`config.mk`:
```
export PLATFORM = sky130hd
export DESIGN_NAME = vram_wr_arbiter_flat
export DESIGN_NICKNAME = d
export VERILOG_FILES = /design/src/rtl/vram_pkg.sv /design/src/rtl/vram_wr_arbiter_if.sv /design/src/rtl/vram_wr_arbiter_rr_arb2.sv /design/src/rtl/vram_wr_arbiter.sv /design/src/flat_wrapper.sv
export SDC_FILE = /design/constraint.sdc
export NUM_CORES = 1
export LEC_CHECK = 0
export ABC_AREA = 1
export ABC_CLOCK_PERIOD_IN_PS = 4800
export CAP_MARGIN = 20
export CORE_UTILIZATION = 50
export DETAILED_ROUTE_END_ITERATION = 16
export PLACE_DENSITY = 0.95
export SLEW_MARGIN = 20
export SYNTH_ARGS = -nofsm -noshare
export SYNTH_HDL_FRONTEND = slang
export SYNTH_SLANG_ARGS = --single-unit
```
`constraint.sdc`:
```
create_clock -name clk -period 4.8 [get_ports clk]
set_input_delay 0.72 -clock clk [delete_from_list [all_inputs] [get_ports clk]]
set_output_delay 0.72 -clock clk [all_outputs]
set_load 0.05 [all_outputs]
```
`src/rtl/vram_pkg.sv`:
```
// Shared framebuffer geometry, pixel type and arbiter enums.
// Used by the video controller and by the vram write arbiter.
package vram_pkg;

    localparam int WIDTH   = 1280;
    localparam int HEIGHT  = 720;
    localparam int TOT_PIX = WIDTH * HEIGHT;
    localparam int ADDR_W  = $clog2(TOT_PIX);
    localparam int DATA_W  = 24;

    // {R[23:16], G[15:8], B[7:0]}
    typedef logic [DATA_W-1:0] pixel_t;

    typedef enum logic {
        IDLE = 1'b0,
        FILL = 1'b1
    } arb_state_t;

    typedef enum logic {
        REQ_HOST = 1'b0,
        REQ_DMA  = 1'b1
    } req_t;

    // True when a pixel address lands inside a framebuffer of the given depth.
    function automatic logic addr_in_range(input logic [ADDR_W-1:0] addr,
                                           input int unsigned       depth);
        return {{(32-ADDR_W){1'b0}}, addr} < depth;
    endfunction

endpackage

```
`src/rtl/vram_wr_arbiter_if.sv`:
```
// Valid/ready pixel write channel from one requester into the arbiter.
interface vram_wr_arbiter_if;
    import vram_pkg::*;

    logic              valid;
    logic              ready;
    logic [ADDR_W-1:0] addr;
    pixel_t            data;

    modport master (output valid, output addr, output data, input  ready);
    modport slave  (input  valid, input  addr, input  data, output ready);

endinterface

```
`src/rtl/vram_wr_arbiter_rr_arb2.sv`:
```
// Two-way round-robin grant between host and dma.
// Grant is combinational; only the last winner is registered so the
// loser of a contested cycle wins the next contest.
module rr_arb2
    import vram_pkg::*;
(
    input  logic clk,
    input  logic rst,
    input  logic en,
    input  logic req_host,
    input  logic req_dma,
    output logic gnt_host,
    output logic gnt_dma
);

    req_t last_q;

    // Grant the sole requester, or the one that did not win last time.
    always_comb begin
        gnt_host = 1'b0;
        gnt_dma  = 1'b0;
        if (en) begin
            if (req_host && req_dma) begin
                gnt_host = (last_q == REQ_DMA);
                gnt_dma  = (last_q == REQ_HOST);
            end else begin
                gnt_host = req_host;
                gnt_dma  = req_dma;
            end
        end
    end

    // Remember the winner of every transfer; reset favours host first.
    always_ff @(posedge clk or negedge rst) begin
        if (!rst) begin
            last_q <= REQ_DMA;
        end else if (gnt_host) begin
            last_q <= REQ_HOST;
        end else if (gnt_dma) begin
            last_q <= REQ_DMA;
        end
    end

endmodule

```
`src/rtl/vram_wr_arbiter.sv`:
```
// vram write-port arbiter: host and dma share the framebuffer write port,
// and an internal fill engine can clear the whole frame to one colour
// starting at a frame boundary.
//
//   state | meaning
//   ------+-----------------------------------------------------------
//   IDLE  | arbitrating host/dma; a pending fill waits here for sof
//   FILL  | one fill write per cycle, requesters held off
//
// FB_DEPTH defaults to the full 1280x720 frame; the address bus stays
// ADDR_W wide regardless.
module vram_wr_arbiter
    import vram_pkg::*;
#(
    parameter int unsigned FB_DEPTH = TOT_PIX
) (
    input  logic              clk,
    input  logic              rst,
    input  logic              sof,
    vram_wr_arbiter_if.slave  host,
    vram_wr_arbiter_if.slave  dma,
    input  logic              fill_start,
    input  pixel_t            fill_color,
    output logic              fill_busy,
    output logic              fill_done,
    input  logic              err_clr,
    output logic              err_oob,
    output logic              we,
    output logic [ADDR_W-1:0] waddr,
    output pixel_t            wdata
);

    localparam logic [ADDR_W-1:0] LAST_ADDR = ADDR_W'(FB_DEPTH - 1);

    arb_state_t        state;
    logic [ADDR_W-1:0] fill_cnt;
    pixel_t            fill_color_q;
    logic              fill_pending;

    logic              gnt_host;
    logic              gnt_dma;
    logic              xfer;
    logic              xfer_oob;
    logic [ADDR_W-1:0] xfer_addr;
    pixel_t            xfer_data;

    rr_arb2 u_arb (
        .clk      (clk),
        .rst      (rst),
        .en       (state == IDLE),
        .req_host (host.valid),
        .req_dma  (dma.valid),
        .gnt_host (gnt_host),
        .gnt_dma  (gnt_dma)
    );

    assign host.ready = gnt_host;
    assign dma.ready  = gnt_dma;

    // Select the winning requester's write and flag it if it falls off the frame.
    always_comb begin
        xfer      = gnt_host | gnt_dma;
        xfer_addr = gnt_dma ? dma.addr : host.addr;
        xfer_data = gnt_dma ? dma.data : host.data;
        xfer_oob  = xfer && !addr_in_range(xfer_addr, FB_DEPTH);
    end

    // Sticky out-of-range flag; a new drop in the clearing cycle keeps it set.
    always_ff @(posedge clk or negedge rst) begin
        if (!rst) begin
            err_oob <= 1'b0;
        end else if (xfer_oob) begin
            err_oob <= 1'b1;
        end else if (err_clr) begin
            err_oob <= 1'b0;
        end
    end

    // Main FSM: registered write port, fill scheduling and fill sequencing.
    always_ff @(posedge clk or negedge rst) begin
        if (!rst) begin
            state        <= IDLE;
            fill_cnt     <= '0;
            fill_color_q <= '0;
            fill_pending <= 1'b0;
            fill_busy    <= 1'b0;
            fill_done    <= 1'b0;
            we           <= 1'b0;
            waddr        <= '0;
            wdata        <= '0;
        end else begin
            we        <= 1'b0;
            fill_done <= 1'b0;
            case (state)
                IDLE: begin
                    if (xfer && !xfer_oob) begin
                        we    <= 1'b1;
                        waddr <= xfer_addr;
                        wdata <= xfer_data;
                    end
                    // busy covers both "pending" and "about to fill"; it
                    // falls the cycle after fill_done since pending is clear.
                    fill_busy <= fill_pending | fill_start;
                    if (fill_pending && sof) begin
                        state        <= FILL;
                        fill_cnt     <= '0;
                        fill_pending <= 1'b0;
                    end else if (fill_start) begin
                        // A fill_start arriving with sof only arms the fill,
                        // so it waits for the next frame boundary.
                        fill_pending <= 1'b1;
                        fill_color_q <= fill_color;
                    end
                end
                FILL: begin
                    we    <= 1'b1;
                    waddr <= fill_cnt;
                    wdata <= fill_color_q;
                    if (fill_cnt == LAST_ADDR) begin
                        fill_done <= 1'b1;
                        fill_cnt  <= '0;
                        state     <= IDLE;
                    end else begin
                        fill_cnt <= fill_cnt + 1'b1;
                    end
                end
                default: state <= IDLE;
            endcase
        end
    end

endmodule

```
`src/flat_wrapper.sv`:
```
// flat-port wrapper written by rule: the top's interface ports become plain ports
module vram_wr_arbiter_flat import vram_pkg::*;
#(
    parameter int unsigned FB_DEPTH = TOT_PIX
)
  (clk, rst, sof, fill_start, fill_color, fill_busy, fill_done, err_clr, err_oob, we, waddr, wdata, host_valid, host_addr, host_data, host_ready, dma_valid, dma_addr, dma_data, dma_ready);
  vram_wr_arbiter_if host_i ();
  vram_wr_arbiter_if dma_i ();
  input  logic clk;
  input  logic rst;
  input  logic sof;
  input  logic fill_start;
  input  pixel_t fill_color;
  output logic fill_busy;
  output logic fill_done;
  input  logic err_clr;
  output logic err_oob;
  output logic we;
  output logic [ADDR_W-1:0] waddr;
  output pixel_t wdata;
  input wire logic [$bits(host_i.valid)-1:0] host_valid;
  input wire logic [$bits(host_i.addr)-1:0] host_addr;
  input wire logic [$bits(host_i.data)-1:0] host_data;
  output wire logic [$bits(host_i.ready)-1:0] host_ready;
  input wire logic [$bits(dma_i.valid)-1:0] dma_valid;
  input wire logic [$bits(dma_i.addr)-1:0] dma_addr;
  input wire logic [$bits(dma_i.data)-1:0] dma_data;
  output wire logic [$bits(dma_i.ready)-1:0] dma_ready;
  assign host_i.valid = host_valid;
  assign host_i.addr = host_addr;
  assign host_i.data = host_data;
  assign host_ready = host_i.ready;
  assign dma_i.valid = dma_valid;
  assign dma_i.addr = dma_addr;
  assign dma_i.data = dma_data;
  assign dma_ready = dma_i.ready;
  vram_wr_arbiter #(.FB_DEPTH(FB_DEPTH)) u_core (.clk(clk), .rst(rst), .sof(sof), .host(host_i), .dma(dma_i), .fill_start(fill_start), .fill_color(fill_color), .fill_busy(fill_busy), .fill_done(fill_done), .err_clr(err_clr), .err_oob(err_oob), .we(we), .waddr(waddr), .wdata(wdata));
endmodule
```
* After elaboration in Yosys (flattened, before gate mapping)
Cells that the tools add are included.
Storage, ports and cells: bits of input ports 119, output and inout bits 50, bits in latches 0, ROM bits 0, memories 0, bits in writable memories 0, register bits after elaboration 95
Operators by class: multiplexer cells 26, $lt $le $gt $ge 1, shifts and indexed selects 0, multipliers 0, reduce and logical (&&, ||, !) cells 11, div/mod/pow operators 0, bitwise logic cells 5, eq/ne operators 3, $add $sub $neg 1
Operators by type and width (number):
- 2-to-1 mux 20 bit | 4
- one-hot mux 20 bit (2 select lines) | 2
- 2-to-1 mux 24 bit | 2
- one-hot mux 24 bit (2 select lines) | 1
- adder 20 x 1 -> 20 bit, second input constant | 1
- equality test 20 bit, second input constant | 1
- < comparator 20 bit, second input constant | 1
- 2-to-1 mux 1 bit | 15
- nonzero test 2 bit | 3
- logical AND 1 bit | 4
- inequality test 2 x 1 -> 1 bit, second input constant | 2
- one-hot mux 1 bit (2 select lines) | 2
- inverter 1 bit | 3
- AND reduction 3 bit | 1
- zero test 1 bit | 2
- OR 1 bit | 2
- AND reduction 2 bit | 1

* Depth between registers and ports, before layout
Gate-level depths: netlist of run 1.
depth after elaboration 11, gate-level depth with buffers 14

* By module
A second synthesis of run 1 with hierarchy kept.
Unflattened totals: cells, all modules 651, area, all modules 5044.8 µm²
Modules (own cells, without submodules):
- vram_wr_arbiter | area an instance 4971.0 µm², sequential area each 2352.3 µm², times used 1, cells an instance 639
- rr_arb2 | area an instance 73.8 µm², sequential area each 26.3 µm², times used 1, cells an instance 12

* Worst setup path before layout of run 1
OpenSTA, ideal clock, no wires.
path kind input to register, from input port dma_valid, to register u_core.waddr[0], required time 4.682 ns, path buffers 1, data arrival time 2.163 ns, cell stages on the path 9, slack 2.518 ns, cells stage by stage inv_2 -> o21ai_1 -> nor2_1 -> nor2_1 -> inv_2 -> nand2_4 -> buf_2 -> nand3_1 -> nand2_1
On the way: elaborated cells between the ends (all ways) 15, classes of those cells order compare: 1; eq/ne: 1; mux: 7; bitwise: 1; reduce/logical: 5
RTL lines:
- from (decl) | RTL line flat_wrapper.sv:25 | input wire logic [$bits(dma_i.valid)-1:0] dma_valid;
- logical AND 1 bit * | RTL line vram_wr_arbiter_rr_arb2.sv:23 | if (req_host && req_dma) begin
- 2-to-1 mux 1 bit * | RTL line vram_wr_arbiter_rr_arb2.sv:23
- 2-to-1 mux 1 bit * | RTL line vram_wr_arbiter_rr_arb2.sv:22 | if (en) begin
- net host_ready | RTL line flat_wrapper.sv:24 | output wire logic [$bits(host_i.ready)-1:0] host_ready;
- OR 1 bit * | RTL line vram_wr_arbiter.sv:62 | xfer = gnt_host | gnt_dma;
- logical AND 1 bit | RTL line vram_wr_arbiter.sv:65 | xfer_oob = xfer && !addr_in_range(xfer_addr, FB_DEPTH);
- zero test 1 bit | RTL line vram_wr_arbiter.sv:96 | if (xfer && !xfer_oob) begin
- logical AND 1 bit * | RTL line vram_wr_arbiter.sv:96
- inequality test 2 x 1 -> 1 bit (no line) *
- to (signal assigned) | RTL line vram_wr_arbiter.sv:98 | waddr <= xfer_addr;
- to (signal assigned) | RTL line vram_wr_arbiter.sv:117 | waddr <= fill_cnt;
- to (decl) | RTL line vram_wr_arbiter.sv:29 | output logic [ADDR_W-1:0] waddr,
Mark *: on every way through the listed nets, which the timed path passes. The rest lies on a longest branch. The select of a mux whose other input is x is not followed. A chain may end at the register's enable or synchronous reset.

* Worst setup path in the final report of run 1
from input port dma_valid, to output port dma_ready
On the way: word-level cells in the longest chain between the ends 3
RTL lines:
- logical AND 1 bit | RTL line vram_wr_arbiter_rr_arb2.sv:23
- 2-to-1 mux 1 bit * | RTL line vram_wr_arbiter_rr_arb2.sv:23
- 2-to-1 mux 1 bit * | RTL line vram_wr_arbiter_rr_arb2.sv:22
- to (decl) | RTL line flat_wrapper.sv:28 | output wire logic [$bits(dma_i.ready)-1:0] dma_ready;
Every way passes the cells marked *; elsewhere a longest branch is shown, timed or not.

==> metrics.txt, run 1 <==
gr usage total=0.286; synth warn=0; number of logic stages on the critical path including buffering=4; flip-flop and latch count after synthesis=95; Design Power=0.00142 W; start point of the critical path=dma_valid; number of remaining DRC errors=0; clock root buffer master=clkbuf_8; Peak supply drop=0.000188 V; actual slew at the worst max-slew pin=0.654 ns; reg2reg end=u_core.wdata[14]; total power divided by cell area=207 nW/um^2; clock tree skew after final layout=0.0165 ns; critical path buffer and inverter count=2; io pins=169; TritonCTS Buffers=9; total length of routed wires=14.6 mm; number of nets at the end of the flow=901; Worst Path Class, Setup=primary input to output port; starting density of the core=0.516; Fmax=0.292 GHz; most frequent cells in the layout=nand2_1, clkdlybuf4s50_1, dfrtp_1; post-synthesis share of cell area spent on xor and xnor gates=0.0139; Post-Syn Area=5040 um^2; Crit path largest cell delay=0.88 ns; Detailed Routing Iterations Pass 1=8; share of synthesized area spent on multiplexers=0.0514; simple-gate area share of the yosys netlist=0.267; post-route clock period utilization=0.714; number of global-route vias before repair=4948; Die W=102 um; endpoint of the most critical setup path=dma_ready; number of cells on the worst reg-to-reg path=9; number of antenna violations at the first check in global routing=0; most frequent standard cell in the layout excluding fill and tap cells=nand2_1; critical path arrival=2.71 ns; CP max-delay cell=clkdlybuf4s50_1; total of max-cap violations=0; Compound-Gate Fraction of Synth Area=0.122; clock tree from TritonCTS=done; HPWL after DPL=10.3 mm; Routed wire per std cell=15.9 um; average cell area after synthesis=7.94 um^2; Post-CTS Hold Fix Bufs=0; IO Port Bufs=168; Max transition margin=0.563; Netlist cell types=34; Period minus WS final=3.43 ns; synthesized netlist cell count=635; final weighted congestion in routability-driven placement=0.983; antenna cell count=0; cell-by-cell listing of the critical path=clkdlybuf4s50_1, nand2_4, nor2_4, clkdlybuf4s50_1; Die Outline Area=10500 um^2; setup total negative slack=0 ns; Syn Nets=755; status=completed; floorplan core area=9770 um^2; count of clock tree sinks=95; combinational family with the most area after synthesis=simple AND/OR/NAND/NOR gates; placement-stage worst setup slack=1.28 ns; remaining number of nets flagged by the antenna check after routing=0; maximum buffer depth of the clock tree=2; Crit path required time=4.08 ns; worst min-delay path category=primary input to async pin; launching point of the worst reg2reg path=u_core.state; max-slew violations=0; sequential-to-total area share from yosys stat=0.472; Die H=102 um; largest net degree at the start of global routing=110; maximum fanout along the worst path=18; Vias/cell=5.51; total number of placement rows=36; setup bufs post-CTS=0; cts repair resizes=0; global-route wire length before repair=22.9 mm; worst-skew pair later-pin latency=0.37 ns; DR iter-0 viols=313; layout cell share with drive strength beyond 1=0.0725; family of cells with the greatest summed delay on the critical path=buffers and inverters; overall overflow remaining after global route=0; RSZ-0062 raised after global routing=no; total count of hold-check failures in the final report=0; Reg2Reg Setup Slack=1.63 ns; startpoint types=primary input; clock slew at the register clock pins of the worst setup and hold paths=0.09 ns; post-synthesis to final-layout area growth=36.8%; Final Worst Setup Slack=1.37 ns; most repeated library cell on the critical path=clkdlybuf4s50_1; Worst setup EP type=output port; total number of vias=5067; static leakage=3.29 nW; CTS H-Tree Depth=3; number of setup violations in the final report=0; post-synthesis adder-cell area fraction=0.00248
## state kept, by name (all words and copies together) (netlist names)
signal,cells
u_core.err_oob,1
u_core.fill_cnt,20
u_core.fill_pending,1
u_core.we,1
u_core.fill_busy,1
u_core.fill_color_q,24
u_core.state,1
u_core.u_arb.last_q,1
u_core.wdata,24
u_core.waddr,20
u_core.fill_done,1
## worst min-delay path by stage
stage                                  from                      end  slack (ns)  cells past startpoint
floorplan                               rst           u_core.err_oob        0.42                      0
global placement    u_core.fill_color_q[14]  u_core.fill_color_q[14]        0.49                      1
detailed placement         u_core.waddr[19]         u_core.waddr[19]        0.49                      2
CTS                                     rst          u_core.waddr[2]        0.38                      1
global route                            rst          u_core.waddr[6]        0.39                      1
finish                                  rst          u_core.waddr[2]        0.35                      1
## routing by layer
metal  GRT usage  wire (um)  part of all wire  vias up
li1            -          -                 -     2385
met1       0.343       5720              0.39     2397
met2       0.486       7140              0.49      237
met3      0.0759       1230             0.084       48
met4       0.126        491             0.034        0
met5           0          0                 0        -
## metrics by stage
stage | instance area, um^2 | hold WS (ns) | util | instances
6_report | 6900 | 0.349 | 0.706 | 919
5_1_grt | 6900 | 0.386 | 0.706 | 919
4_1_cts | 6890 | 0.380 | 0.705 | 919
3_5_place_dp | 6710 | 0.494 | 0.687 | 903
3_3_place_gp | 6710 | 0.489 | 0.687 | 903
2_1_floorplan | 5040 | 0.424 | - | 635
## synthesized netlist by cell type
cell / count / share of area
inv_2: 4 / 0.0030
inv_1: 37 / 0.028
dfrtp_1: 94 / 0.47
o21ai_2: 1 / 0.0017
o21ai_1: 4 / 0.0040
buf_1: 5 / 0.0037
buf_8: 1 / 0.0030
nand2_2: 1 / 0.0012
nor2_2: 1 / 0.0012
nor2_4: 1 / 0.0022
nand2_4: 2 / 0.0045
nor2_1: 55 / 0.041
dfstp_2: 1 / 0.0052
nand2_8: 1 / 0.0040
nand3_4: 1 / 0.0035
ha_1: 1 / 0.0025
nor3_1: 8 / 0.0079
o21ai_0: 16 / 0.016
nand2_1: 177 / 0.13
a21oi_1: 66 / 0.066
o32ai_1: 1 / 0.0017
clkbuf_1: 16 / 0.012
nand3_1: 64 / 0.064
inv_8: 1 / 0.0022
xor2_1: 7 / 0.012
xnor2_1: 1 / 0.0017
nand3b_1: 1 / 0.0015
o21bai_1: 2 / 0.0030
o22ai_1: 23 / 0.029
a31oi_1: 1 / 0.0012
nand4_1: 4 / 0.0050
buf_2: 9 / 0.0089
mux2_2: 23 / 0.051
buf_6: 5 / 0.011
## kinds of logic after synthesis
logic type               count (synthesis)
AND/OR/NAND/NOR                        316
AO/OA/AOI/OAI                          114
flip-flops                              95
buffers and inverters                   78
multiplexers                            23
XOR/XNOR                                 8
adder cells (fa/ha/maj)                  1
## layout make-up
class | count | area, um^2
Clock inverter | 6 | 52.6
Multi-Input combinational cell | 462 | 2300
Inverter | 42 | 165
Clock buffer | 10 | 128
Fill cell | 713 | 2880
Tap cell | 133 | 166
Timing Repair Buffer | 171 | 1700
Sequential cell | 95 | 2380
## where the power goes
| part | switching, W | internal (W) | leakage [nW] |
|---|---|---|---|
| Combinational | 0.0000410 | 0.0000890 | 1.94 |
| Clock | 0.000297 | 0.000197 | 0.0854 |
| Sequential | 0.000000233 | 0.000800 | 1.26 |
No activity file was read; power rests on OpenSTA's default activity.
==> inputs of run 2 (changes only) <==
Settings changed: ABC_CLOCK_PERIOD_IN_PS 4800 to 3500, CORE_UTILIZATION 50 to 46, PLACE_DENSITY 0.95 to 0.89.
Clock period 4.8 ns to 3.5 ns, I/O delays scaled along.
==> run 2 against run 1 <==
Power up 43%; highest routed layer unchanged; sequential power is 38% higher; critical path depth up 1; utilization decreased by 3.9 points; via count is 0.36% lower; setup slack lost 0.64 ns; wire length grew 1.9%; die area rose by 8.5%; non-clock buffer count is 5 higher.
==> metrics.txt, run 2 (synthesis gave the netlist of run 1 again) <==
status=completed; registers with the highest flip-flop counts=u_core.fill_color_q (24), u_core.wdata (24); fin area=6970 um^2 (+1.1%); Max transition margin=0.449 (-0.114); layout cell share with drive strength beyond 1=0.0785 (+0.00596); worst hold slack after final layout=0.174 ns (-0.174 ns); total number of vias=5049 (-0.36%); number of setup violations in the final report=0 (unchanged); IO Port Bufs=168 (unchanged); starting density of the core=0.482 (-0.0339); number of antenna violations at the first check in global routing=0 (unchanged); Die H=107 um (+4.2%); post-route clock period utilization=0.790; most frequent cells in the layout=nand2_1, clkdlybuf4s50_1, dfrtp_1; met3 WL=1.17 mm (-4.8%); RSZ-0062 raised after global routing=no; total length of routed wires=14.9 mm (+1.9%); wl on met1=6.22 mm (+8.7%); clock tree from TritonCTS=done; total power divided by cell area=292 nW/um^2 (+41%); CTS H-Tree Depth=3 (unchanged); Worst Path Class, Setup=primary input to output port; total of fill cells in the finished design=867 (+22%); Vias/cell=5.45 (-1.1%); number of global-route vias before repair=4943 (-0.10%); total of max-cap violations=0 (unchanged); Routed wire per std cell=16.0 um (+1.1%); gr usage total=0.269 (-0.0175); setup total negative slack=0 ns (unchanged); Worst setup EP type=output port; Detail Route met2 WL=7.13 mm (-0.17%); TritonCTS Buffers=9 (unchanged); overall overflow remaining after global route=0 (unchanged); final weighted congestion in routability-driven placement=0.866 (-12%); Die W=107 um (+4.2%); remaining number of nets flagged by the antenna check after routing=0 (unchanged); global-route wire length before repair=23.9 mm (+4.4%); io pins=169 (unchanged); cts repair resizes=0 (unchanged); clock slew at the register clock pins of the worst setup and hold paths=0.09 ns (about the same); HPWL after DPL=10.6 mm (+3.1%); Detailed Routing Iterations Pass 1=5 (-3); setup bufs post-CTS=0 (unchanged); antenna cell count=0 (unchanged); maximum buffer depth of the clock tree=2 (unchanged); clock tree skew after final layout=0.0108 ns (-0.00568 ns); most frequent standard cell in the layout excluding fill and tap cells=nand2_1; area of the multi-input gates=2300 um^2 (-0.11%); Fmax=0.362 GHz; Period minus WS final=2.77 ns; Crit path required time=2.97 ns (-1.11 ns); total count of hold-check failures in the final report=0 (unchanged); largest net degree at the start of global routing=83 (-25%); total number of placement rows=37 (+2.8%); floorplan core area=10500 um^2 (+7.0%); count of clock tree sinks=95 (unchanged); number of remaining DRC errors=0 (unchanged); static leakage=3.33 nW (+1.2%); worst min-delay path category=primary input to async pin; post-synthesis to final-layout area growth=38.3%; actual slew at the worst max-slew pin=0.827 ns (+0.173 ns); Post-CTS Hold Fix Bufs=0 (unchanged); maximum fanout along the worst path=3 (-15); area used by sequential logic in the layout=2380 um^2 (unchanged); Die Outline Area=11400 um^2 (+8.5%); max-slew violations=0 (unchanged); number of nets at the end of the flow=906 (+0.55%); critical path arrival=2.24 ns (-0.47 ns); clock root buffer master=clkbuf_8; max layer used=met4; worst-skew pair later-pin latency=0.37 ns (about the same); Peak supply drop=0.000273 V (+45%); cell area reported after detailed placement=6770 um^2 (+0.76%); DR iter-0 viols=374 (+19%); startpoint types=primary input
[run 2: worst paths after layout]
path / start / cells past startpoint / end / slack, ns
max in group asynchronous: rst / 2 / u_core.u_arb.last_q / 2.50
max: dma_valid / 5 / host_ready / 0.73
min reg2reg: u_core.fill_color_q[10] / 1 / u_core.fill_color_q[10] / 0.51
max reg2reg: u_core.state / 11 / u_core.waddr[8] / 0.97
min: rst / 1 / u_core.waddr[0] / 0.17
min in group clk: u_core.fill_color_q[10] / 1 / u_core.fill_color_q[10] / 0.51
[run 2: stage by stage]
stage,utilization,setup slack [ns],std cells,power [W]
finish,0.666,0.734,926,0.00203
global route,0.666,0.647,926,0.00210
CTS,0.666,0.746,926,0.00205
detailed placement,0.647,0.544,911,0.00130
global placement,0.647,0.616,911,0.00130
floorplan,-,1.41,635,0.00114
[run 2: final cells by class]
class,count,area share
clock buffers,11,0.0217
clock inverters,4,0.00772
inverters,42,0.0237
multi-input cells,462,0.330
flip-flops and latches,95,0.341
well taps,136,0.0244
repair buffers,176,0.251
[run 2: layer usage]
metal / global-route usage / vias up
met5: 0 / -
li1: - / 2400
met2: 0.440 / 235
met4: 0.104 / 0
met1: 0.343 / 2385
met3: 0.0669 / 29
[run 2: critical path, cell delays in order]
cell             delay [ns]
clkdlybuf4s50_1        0.53
inv_2                  0.11
o21ai_1                0.06
nor2_1                 0.17
clkdlybuf4s50_1        0.84
[run 2: power by group]
part / switching [W] / internal (W) / leakage, nW
registers: 0.000000272 / 0.00110 / 1.26
logic: 0.0000570 / 0.000123 / 1.97
clock network: 0.000388 / 0.000368 / 0.0980
